## config.mk

```make
export PLATFORM = sky130hd
export DESIGN_NAME = rtc_bram_ctl
export DESIGN_NICKNAME = d
export VERILOG_FILES = /design/src/rtl/rtc_pkg.sv /design/src/rtl/rtc_bram_ctl_bram.sv /design/src/rtl/rtc_bram_ctl.sv
export SDC_FILE = /design/constraint.sdc
export NUM_CORES = 2
export LEC_CHECK = 0
export ABC_AREA = 0
export BUFFER_PORTS_ARGS = -buffer_cell sky130_fd_sc_hd__buf_2
export CAP_MARGIN = 20
export CORE_ASPECT_RATIO = 2
export CORE_UTILIZATION = 63
export CTS_CLUSTER_DIAMETER = 100
export DETAILED_ROUTE_END_ITERATION = 12
export PLACE_DENSITY = 0.8
export SLEW_MARGIN = 10
export SYNTH_ARGS = -nofsm -noshare
export SYNTH_HDL_FRONTEND = slang
export SYNTH_SLANG_ARGS = --single-unit
```

## constraint.sdc

```tcl
create_clock -name clk -period 5.8 [get_ports clk]
set_input_delay 0.58 -clock clk [delete_from_list [all_inputs] [get_ports clk]]
set_output_delay 0.58 -clock clk [all_outputs]
set_load 0.005 [all_outputs]
```

## src/rtl/rtc_pkg.sv

```systemverilog
// Shared types and command decode for the RTC / battery RAM controller.
// The command byte is decoded here so the top only sequences the transfer.
package rtc_pkg;

  typedef enum logic [1:0] {
    ST_IDLE  = 2'd0,
    ST_EXT   = 2'd1,
    ST_WDATA = 2'd2,
    ST_RDATA = 2'd3
  } rtc_state_e;

  typedef enum logic [1:0] {
    TGT_SEC  = 2'd0,
    TGT_BRAM = 2'd1,
    TGT_TEST = 2'd2,
    TGT_WP   = 2'd3
  } rtc_target_e;

  localparam int CTRL_START = 7;
  localparam int CTRL_READ  = 6;
  localparam int CTRL_LAST  = 5;

  localparam logic [7:0] CMD_SEC_MASK    = 8'h73;
  localparam logic [7:0] CMD_SEC_VAL     = 8'h01;
  localparam logic [7:0] CMD_BRAM10_MASK = 8'h73;
  localparam logic [7:0] CMD_BRAM10_VAL  = 8'h21;
  localparam logic [7:0] CMD_BRAM_MASK   = 8'h43;
  localparam logic [7:0] CMD_BRAM_VAL    = 8'h41;
  localparam logic [7:0] CMD_EXT_MASK    = 8'h78;
  localparam logic [7:0] CMD_EXT_VAL     = 8'h38;
  localparam logic [7:0] CMD_TEST        = 8'h31;
  localparam logic [7:0] CMD_WP          = 8'h35;

  typedef struct packed {
    logic        valid;
    logic        ext;
    logic        rd;
    rtc_target_e tgt;
    logic [7:0]  addr;
  } rtc_cmd_t;

  // For EXT commands addr carries only the high three bits; the EXT byte fills the rest.
  function automatic rtc_cmd_t decode_cmd(input logic [7:0] b);
    rtc_cmd_t c;
    c.valid = 1'b0;
    c.ext   = 1'b0;
    c.rd    = b[7];
    c.tgt   = TGT_BRAM;
    c.addr  = 8'h00;
    if (b == CMD_TEST) begin
      c.valid = 1'b1;
      c.tgt   = TGT_TEST;
    end else if (b == CMD_WP) begin
      c.valid = 1'b1;
      c.tgt   = TGT_WP;
    end else if ((b & CMD_SEC_MASK) == CMD_SEC_VAL) begin
      c.valid = 1'b1;
      c.tgt   = TGT_SEC;
      c.addr  = {6'd0, b[3:2]};
    end else if ((b & CMD_BRAM10_MASK) == CMD_BRAM10_VAL) begin
      c.valid = 1'b1;
      c.addr  = {6'b000100, b[3:2]};
    end else if ((b & CMD_BRAM_MASK) == CMD_BRAM_VAL) begin
      c.valid = 1'b1;
      c.addr  = {4'd0, b[5:2]};
    end else if ((b & CMD_EXT_MASK) == CMD_EXT_VAL) begin
      c.ext   = 1'b1;
      c.addr  = {b[2:0], 5'd0};
    end
    return c;
  endfunction

endpackage

```

## src/rtl/rtc_bram_ctl_bram.sv

```systemverilog
// 256x8 battery RAM: synchronous write, asynchronous read, contents survive reset.
module rtc_bram_256x8 (
  input  logic       clk,
  input  logic       we,
  input  logic [7:0] addr,
  input  logic [7:0] wdata,
  output logic [7:0] rdata
);

  logic [7:0] mem [256];

  always_ff @(posedge clk) begin
    if (we) mem[addr] <= wdata;
  end

  assign rdata = mem[addr];

endmodule

```

## src/rtl/rtc_bram_ctl.sv

```systemverilog
// Clock chip behind the $C033 data / $C034 control registers: byte-serial
// command protocol, 32-bit seconds counter, write protect and 256-byte RAM.
module rtc_bram_ctl
  import rtc_pkg::*;
#(
  parameter int TICKS_PER_SEC = 2500000,
  parameter int BUSY_TICKS    = 16
) (
  input  logic       clk,
  input  logic       reset_n,
  input  logic       cen,
  input  logic       strobe,
  input  logic       addr,
  input  logic       rw,
  input  logic [7:0] din,
  output logic [7:0] dout,
  output logic [1:0] dbg_state
);

  localparam int PW = $clog2(TICKS_PER_SEC + 1);
  localparam int CW = $clog2(BUSY_TICKS + 1);
  localparam logic [PW-1:0] PS_MAX   = PW'(TICKS_PER_SEC - 1);
  localparam logic [CW-1:0] BUSY_CNT = CW'(BUSY_TICKS);

  rtc_state_e  state;
  logic [7:0]  data_reg;
  logic [6:0]  ctrl;
  logic        busy;
  logic [CW-1:0] countdown;
  logic [PW-1:0] prescaler;
  logic [31:0] seconds;
  logic [31:0] sec_next;
  logic [7:0]  wp_reg;
  logic [7:0]  test_reg;
  logic        cmd_rd;
  rtc_target_e cmd_tgt;
  logic [7:0]  cmd_addr;
  rtc_cmd_t    cmd;
  logic [7:0]  bram_rdata;
  logic [7:0]  rd_byte;
  logic        wr_data, wr_ctrl, xfer, sec_tick, commit, commit_sec, bram_we;

  assign wr_data    = strobe && !rw && !addr;
  assign wr_ctrl    = strobe && !rw && addr;
  assign xfer       = busy && cen && (countdown == CW'(1));
  assign sec_tick   = cen && (prescaler == PS_MAX);
  assign commit     = xfer && !ctrl[CTRL_READ] && (state == ST_WDATA);
  assign commit_sec = commit && (cmd_tgt == TGT_SEC) && !wp_reg[7];
  assign bram_we    = commit && (cmd_tgt == TGT_BRAM) && !wp_reg[7];
  assign cmd        = decode_cmd(data_reg);
  assign dout       = addr ? {busy, ctrl} : data_reg;
  assign dbg_state  = state;

  rtc_bram_256x8 u_bram (
    .clk   (clk),
    .we    (bram_we),
    .addr  (cmd_addr),
    .wdata (data_reg),
    .rdata (bram_rdata)
  );

  always_comb begin
    rd_byte = wp_reg;
    case (cmd_tgt)
      TGT_SEC:  rd_byte = seconds[{cmd_addr[1:0], 3'b000} +: 8];
      TGT_BRAM: rd_byte = bram_rdata;
      TGT_TEST: rd_byte = test_reg;
      default:  rd_byte = wp_reg;
    endcase
  end

  // A committed byte write replaces the pre-increment value, so a coincident tick is lost.
  always_comb begin
    sec_next = seconds;
    if (sec_tick) sec_next = seconds + 32'd1;
    if (commit_sec) begin
      sec_next = seconds;
      sec_next[{cmd_addr[1:0], 3'b000} +: 8] = data_reg;
    end
  end

  always_ff @(posedge clk or negedge reset_n) begin
    if (!reset_n) begin
      state     <= ST_IDLE;
      data_reg  <= 8'h00;
      ctrl      <= 7'h00;
      busy      <= 1'b0;
      countdown <= '0;
      prescaler <= '0;
      seconds   <= 32'h0;
      wp_reg    <= 8'h00;
      test_reg  <= 8'h00;
      cmd_rd    <= 1'b0;
      cmd_tgt   <= TGT_SEC;
      cmd_addr  <= 8'h00;
    end else begin
      seconds <= sec_next;
      if (cen) prescaler <= (prescaler == PS_MAX) ? '0 : prescaler + PW'(1);

      if (wr_data && !busy) data_reg <= din;

      if (wr_ctrl) begin
        if (din[CTRL_START]) begin
          if (!busy) begin
            ctrl      <= din[6:0];
            busy      <= 1'b1;
            countdown <= BUSY_CNT;
          end
        end else begin
          ctrl <= din[6:0];
          if (din[CTRL_LAST] && !busy) state <= ST_IDLE;
        end
      end

      if (busy && cen) begin
        countdown <= countdown - CW'(1);
        if (countdown == CW'(1)) begin
          busy <= 1'b0;
          if (ctrl[CTRL_READ]) begin
            if (state == ST_RDATA) begin
              data_reg <= rd_byte;
              state    <= ST_IDLE;
            end else begin
              data_reg <= 8'hFF;
            end
          end else begin
            case (state)
              ST_IDLE: begin
                cmd_rd   <= cmd.rd;
                cmd_tgt  <= cmd.tgt;
                cmd_addr <= cmd.addr;
                if (cmd.ext) state <= ST_EXT;
                else if (cmd.valid) state <= cmd.rd ? ST_RDATA : ST_WDATA;
              end
              ST_EXT: begin
                cmd_addr <= {cmd_addr[7:5], data_reg[6:2]};
                state    <= cmd_rd ? ST_RDATA : ST_WDATA;
              end
              ST_WDATA: begin
                if (cmd_tgt == TGT_WP)   wp_reg   <= data_reg;
                if (cmd_tgt == TGT_TEST) test_reg <= data_reg;
                state <= ST_IDLE;
              end
              default: ;
            endcase
          end
        end
      end
    end
  end

endmodule
```

# --- Yosys cells after proc, flatten, opt, wreduce, memory -nomap -nowiden ---
# Memories as Yosys holds them, arrays and structs flattened.
# Index checks and enable logic that the tools add are counted.
word_totals:
  mem_count: 1
  input_bits: 14
  ramBits: 2048
  word_cells: 127
  ff_bits: 104
  out_inout_bits: 10
classes:
  reduce_logical: 32
  add_sub_neg: 4
  shift: 3
  bitwise: 2
  muxes: 56
  n_eq_ne: 16
memory_table:
  columns: ["memory", "depth", "width", "rd", "rd_clocked_by_memory_dff", "wr", "line_no", "source"]
  rows:
  - ["u_bram.mem", 256, 8, 1, 0, 1, "rtc_bram_ctl_bram.sv:10", "logic [7:0] mem [256];"]
ops:
  columns: ["cell", "count"]
  rows:
  - ["2-to-1 mux 8 bit", 12]
  - ["2-to-1 mux 32 bit", 2]
  - ["adder 32 x 1 -> 32 bit, second input constant", 1]
  - ["bitwise mux 32 bit", 1]
  - ["variable shift 8 x 7 -> 32 bit, first input constant", 1]
  - ["variable part select 32 x 6 -> 8 bit", 1]
  - ["variable part select 8 x 7 -> 32 bit", 1]
  - ["one-hot mux 8 bit (3 select lines)", 1]
  - ["adder 22 x 1 -> 22 bit, second input constant", 1]
  - ["== test 22 bit, second input constant", 1]
  - ["2-to-1 mux 2 bit", 11]
  - ["2-to-1 mux 22 bit", 1]
  - ["2-to-1 mux 1 bit", 20]
  - ["2-to-1 mux 5 bit", 4]
  - ["== test 8 x 6 -> 1 bit, second input constant", 2]
  - ["one-hot mux 8 bit (2 select lines)", 1]
  - ["AND reduction 5 bit", 3]
  - ["logical AND 1 bit", 14]
  - ["2-to-1 mux 7 bit", 2]
  - ["== test 5 x 1 -> 1 bit, second input constant", 2]
  - ["== test 2 bit, second input constant", 4]
  - ["AND reduction 4 bit", 2]
  - ["nonzero test 2 bit", 4]
  - ["negator 5 -> 7 bit", 1]
  - ["13 further kinds", 20]

# --- Logic depth before layout (Yosys ltp) ---
logic_depth:
  word_depth: 12
  mapped_depth: 15

# --- Modules after synthesis ---
# From an unflattened synthesis, not the netlist that was laid out.
hier_totals:
  cells_unflattened: 4205
  area_unflattened_um2: 84566.1
modules_own_cells:
  columns: ["module", "instances", "seq_area_each_um2", "area_per_inst_um2", "cells_per_inst"]
  rows:
  - ["rtc_bram_256x8", 1, 61499.0, 78332.6, 3539]
  - ["rtc_bram_ctl", 1, 2602.5, 6233.5, 666]

# --- Worst setup path after synthesis ---
# No wires, ideal clock.
synth_timing:
  kind: "register to output"
  from: "register data_reg[2]"
  to: "output dout[2]"
  setup_slack_ns: 1.418
  arrival_ns: 3.802
  path_buffers: 1
  required_ns: 5.220
  stages_incl_launch_ff: 3
  cell_sequence: "dfrtp_1 clkbuf_1 mux2_2"
synth_between:
  elab_chain_cells: 1
synth_lines:
  columns: ["item", "line_no", "source"]
  rows:
  - ["start, declared", "rtc_bram_ctl.sv:26", "logic [7:0] data_reg;"]
  - ["start signal, assigned", "rtc_bram_ctl.sv:100", "if (wr_data && !busy) data_reg <= din;"]
  - ["start signal, assigned", "rtc_bram_ctl.sv:121", "data_reg <= rd_byte;"]
  - ["2-to-1 mux 8 bit", "rtc_bram_ctl.sv:51", "assign dout = addr ? {busy, ctrl} : data_reg;"]
  - ["end, declared", "rtc_bram_ctl.sv:16", "output logic [7:0] dout,"]
# No other way between the ends.

# --- Final worst setup path ---
layout_timing:
  from: "register cmd_addr[0]"
  to: "register data_reg[4]"
layout_between:
  elab_chain_cells: 6
  word_cells_on_any_way: 7
  cone_classes: "shift (1); mux (5); memory (1)"
layout_lines:
  columns: ["item", "line_no", "source"]
  rows:
  - ["start, declared", "rtc_bram_ctl.sv:37", "logic [7:0] cmd_addr;"]
  - ["start signal, assigned", "rtc_bram_ctl.sv:131", "cmd_addr <= cmd.addr;"]
  - ["start signal, assigned", "rtc_bram_ctl.sv:136", "cmd_addr <= {cmd_addr[7:5], data_reg[6:2]};"]
  - ["memory read (256 x 8 bit) or variable part select 32 x 6 -> 8 bit (tied branches)", null, null]
  - ["one-hot mux 8 bit (3 select lines) (*)", "rtc_bram_ctl.sv:64", "case (cmd_tgt)"]
  - ["2-to-1 mux 8 bit (*)", "rtc_bram_ctl.sv:120", "if (state == ST_RDATA) begin"]
  - ["2-to-1 mux 8 bit (*)", "rtc_bram_ctl.sv:119", "if (ctrl[CTRL_READ]) begin"]
  - ["2-to-1 mux 8 bit (*)", "rtc_bram_ctl.sv:117", "if (countdown == CW'(1)) begin"]
  - ["2-to-1 mux 8 bit (*)", "rtc_bram_ctl.sv:115", "if (busy && cen) begin"]
# Mark *: on every way between the ends. The rest lies on a longest branch, timed or not.
# A chain may end at the register's enable or synchronous reset.

==> impl_metrics.tcl <==
set metrics [dict create \
    outcome "complete, no violations" \
    start_util_pct 63.4 \
    grt_pass1_wl_um 351000 \
    coreArea_um2 135000 \
    wl_per_cell_um 40.0 \
    gr-usage-all-layers_pct 37.0 \
    setup_viol 0 \
    drt-initial-drc-count 7562 \
    grt_setup_unrepaired "false" \
    use_met3_pct 9.05 \
    clock-root-buffer "clkbuf_16" \
    grt_max_degree 209 \
    synth-seq-area-share_pct 74.9 \
    grt_antenna_before_repair 13 \
    synthDominantCellAreaShare_pct 71.8 \
    dieArea_um2 137000 \
    via_count 47000 \
    crit_path_max_fanout 67 \
    grt_use_met2_pct 60.6 \
    max_stage_delay_ns 0.89 \
    h-tree-depth 4 \
    r2r_slack_ns 1.54 \
    crit_arrival_ns 4.95 \
    cts_tree "yes" \
    critPathSlowestCell "dfrtp_4" \
    cp.required_ns 6.48 \
    largest_reg_flops 2048 \
    place_congestion 1.01 \
    cts_buffers 172 \
    start_kind "register" \
    wirelength_um 251000 \
    skew_ns 0.0460 \
    grt-busiest-layer "met2" \
    crit_type "register to register" \
    ys_types 77 \
    max_flop_register "u_bram.mem" \
    clock_sinks 2152 \
    ys.flop_type "edfxtp_1" \
    use_met1_pct 40.0 \
    period_share_pct 73.5 \
    synth_area_leaders "edfxtp_1, mux4_2, dfrtp_1" \
    setup-tns-final_ns 0 \
    hp-class "input port to register" \
    clk_pin_slew_ns 0.07 \
    p_leak_nw 28.7 \
    fp.dieH_um 523 \
    slew_headroom_pct 8.46 \
    avgSynthCellArea_um2 19.8 \
    synth_common_cells "edfxtp_1, mux4_2, nor2_1" \
    peakVddDrop_uv 325 \
    critPathBufInv 2 \
    cts_buffer_depth 4 \
    synth_seq_cells 2152 \
    endpoint_kind "register" \
    yosys.cell_count.top_type "edfxtp_1" \
    drive_above_1_share_pct 22.2 \
    num_rows 191 \
    power-per-cell-area_nw_per_um2 436 \
    hpwl_um 151000 \
    maxCapViolCount 0 \
    syn_nets 4355 \
    syn_to_final_growth_pct 9.27 \
    drtPass1Iterations 9 \
    synth.cell_area_um2 85600 \
    reg_top3 "u_bram.mem x2048, seconds x32, prescaler x22" \
    dieWidth_um 263 \
    ios 24 \
    io_buffers 23 \
    crit_chain "buf_12, mux4_2, a22o_1, a2111oi_0, a311oi_1, buf_4, o31ai_1, a31oi_1" \
    ys_warn_count 0 \
    synth_edf_count 2048 \
    worst_pin_slew_ns 1.37 \
    yosys.area.top_type "edfxtp_1" \
    fmaxAchievable_mhz 235 \
    nets 4436 \
    synth_cells 4330 \
    ant_nets 0 \
    drc 0 \
    hold_slack_ns 0.0141 \
    cp_top_family "compound AO/OA/AOI/OAI gates" \
    finalMaxSlewViolations 0 \
    vias_per_cell 7.48 \
    min_period_ns 4.26 \
    clkLatencyLatePin_ns 0.83 \
    grt.overflow.total 0 \
    grt_pass1_vias 47400 \
    async_reset_ff_share_pct 4.83 \
    hold_violations 0 \
]
-- placed cells by master, fill, tap and decap left out, types with 7 or more instances in the layout --
cell / n
edfxtp_1: 2048
mux4_2: 523
nor2_1: 335
nand2_1: 218
clkbuf_16: 177
mux2i_1: 132
buf_4: 107
dfrtp_1: 91
a21oi_1: 83
o21ai_0: 80
a22oi_1: 77
mux2_2: 55
nand3_1: 49
clkinv_1: 31
nor3_1: 30
clkbuf_1: 29
clkinv_2: 26
buf_2: 25
bufinv_16: 22
o22ai_1: 21
and3_1: 20
inv_1: 18
nand4_1: 18
xnor2_1: 18
buf_12: 16
a31oi_1: 13
a221oi_1: 13
a32oi_1: 12
dfrtp_4: 12
a211oi_1: 11
or3_1: 11
ha_1: 11
and2_1: 10
o31ai_1: 10
nor2b_1: 9
o211ai_1: 9
nand2b_1: 8
a22o_1: 8
nor4_1: 7
-- cell type report --
type / instances / area, µm²
timing repair buffer: 155 / 1320
multi-input combinational: 1909 / 20200
antenna: 6 / 15.0
clock inverter: 89 / 993
fill: 7626 / 41500
clock buffer: 210 / 4590
tap: 1737 / 2170
inverter: 21 / 83.8
sequential: 2152 / 64100
-- metal layers --
| layer | vias up | wire, µm |
|---|---|---|
| met3 | 1221 | 27900 |
| met5 | - | 112 |
| met1 | 23700 | 72700 |
| li1 | 17900 | - |
| met4 | 18 | 28300 |
| met2 | 4163 | 122000 |
-- path summary, 6_finish.rpt --
| kind | start | end | cells past startpoint |
|---|---|---|---|
| max | cmd_addr[0] | data_reg[4] | 8 |
| min | din[2] | ctrl[2] | 2 |
| max reg2reg | cmd_addr[0] | data_reg[4] | 8 |
| min reg2reg | prescaler[4] | prescaler[4] | 1 |
| max in group asynchronous | reset_n | cmd_addr[0] | 3 |
| min in group asynchronous | reset_n | seconds[1] | 2 |
-- power by group --
part           internal [mW]  switching [mW]  total [mW]
Sequential              19.4           0.979        20.4
Clock                   6.62            5.41        12.0
Combinational           2.62            5.78        8.40
-- logic make-up (layout without fill, tap and decap cells) --
| kind of cell | after synthesis | in the layout | synth area share (%) |
|---|---|---|---|
| xor+xnor | 24 | 24 | 0.246 |
| compound gates | 401 | 401 | 3.12 |
| mux | 710 | 710 | 16.0 |
| fa+ha+maj | 11 | 11 | 0.161 |
| flops | 2152 | 2152 | 74.9 |
| buf+inv | 269 | 475 | 1.56 |
| simple gates | 763 | 763 | 4.02 |
| other cells | 0 | 6 | 0 |
-- what timing repair did --
| item | in CTS | in global routing |
|---|---|---|
| endpoints found under the setup margin | 0 | 0 |
| hold buffers | 6 | 0 |
| endpoints found under the hold margin | 54 | 0 |
| buffers inserted | 0 | 0 |
| resized for setup | 0 | 0 |
-- through the flow --
| step | setup WS (ns) | power (mW) | area, µm² | utilization, % | cells |
|---|---|---|---|---|---|
| after floorplan | 1.42 | 25.3 | 85600 | - | 4330 |
| final | 1.54 | 40.8 | 93600 | 69.3 | 6279 |
| after global routing | 1.56 | 41.3 | 93500 | 69.3 | 6274 |
| after global placement | 0.436 | 28.4 | 87900 | 65.1 | 5963 |
| after CTS | 1.71 | 40.5 | 93500 | 69.3 | 6271 |
| after detailed placement | 1.57 | 28.7 | 87900 | 65.1 | 5966 |
No activity file was read; power rests on OpenSTA's default activity.
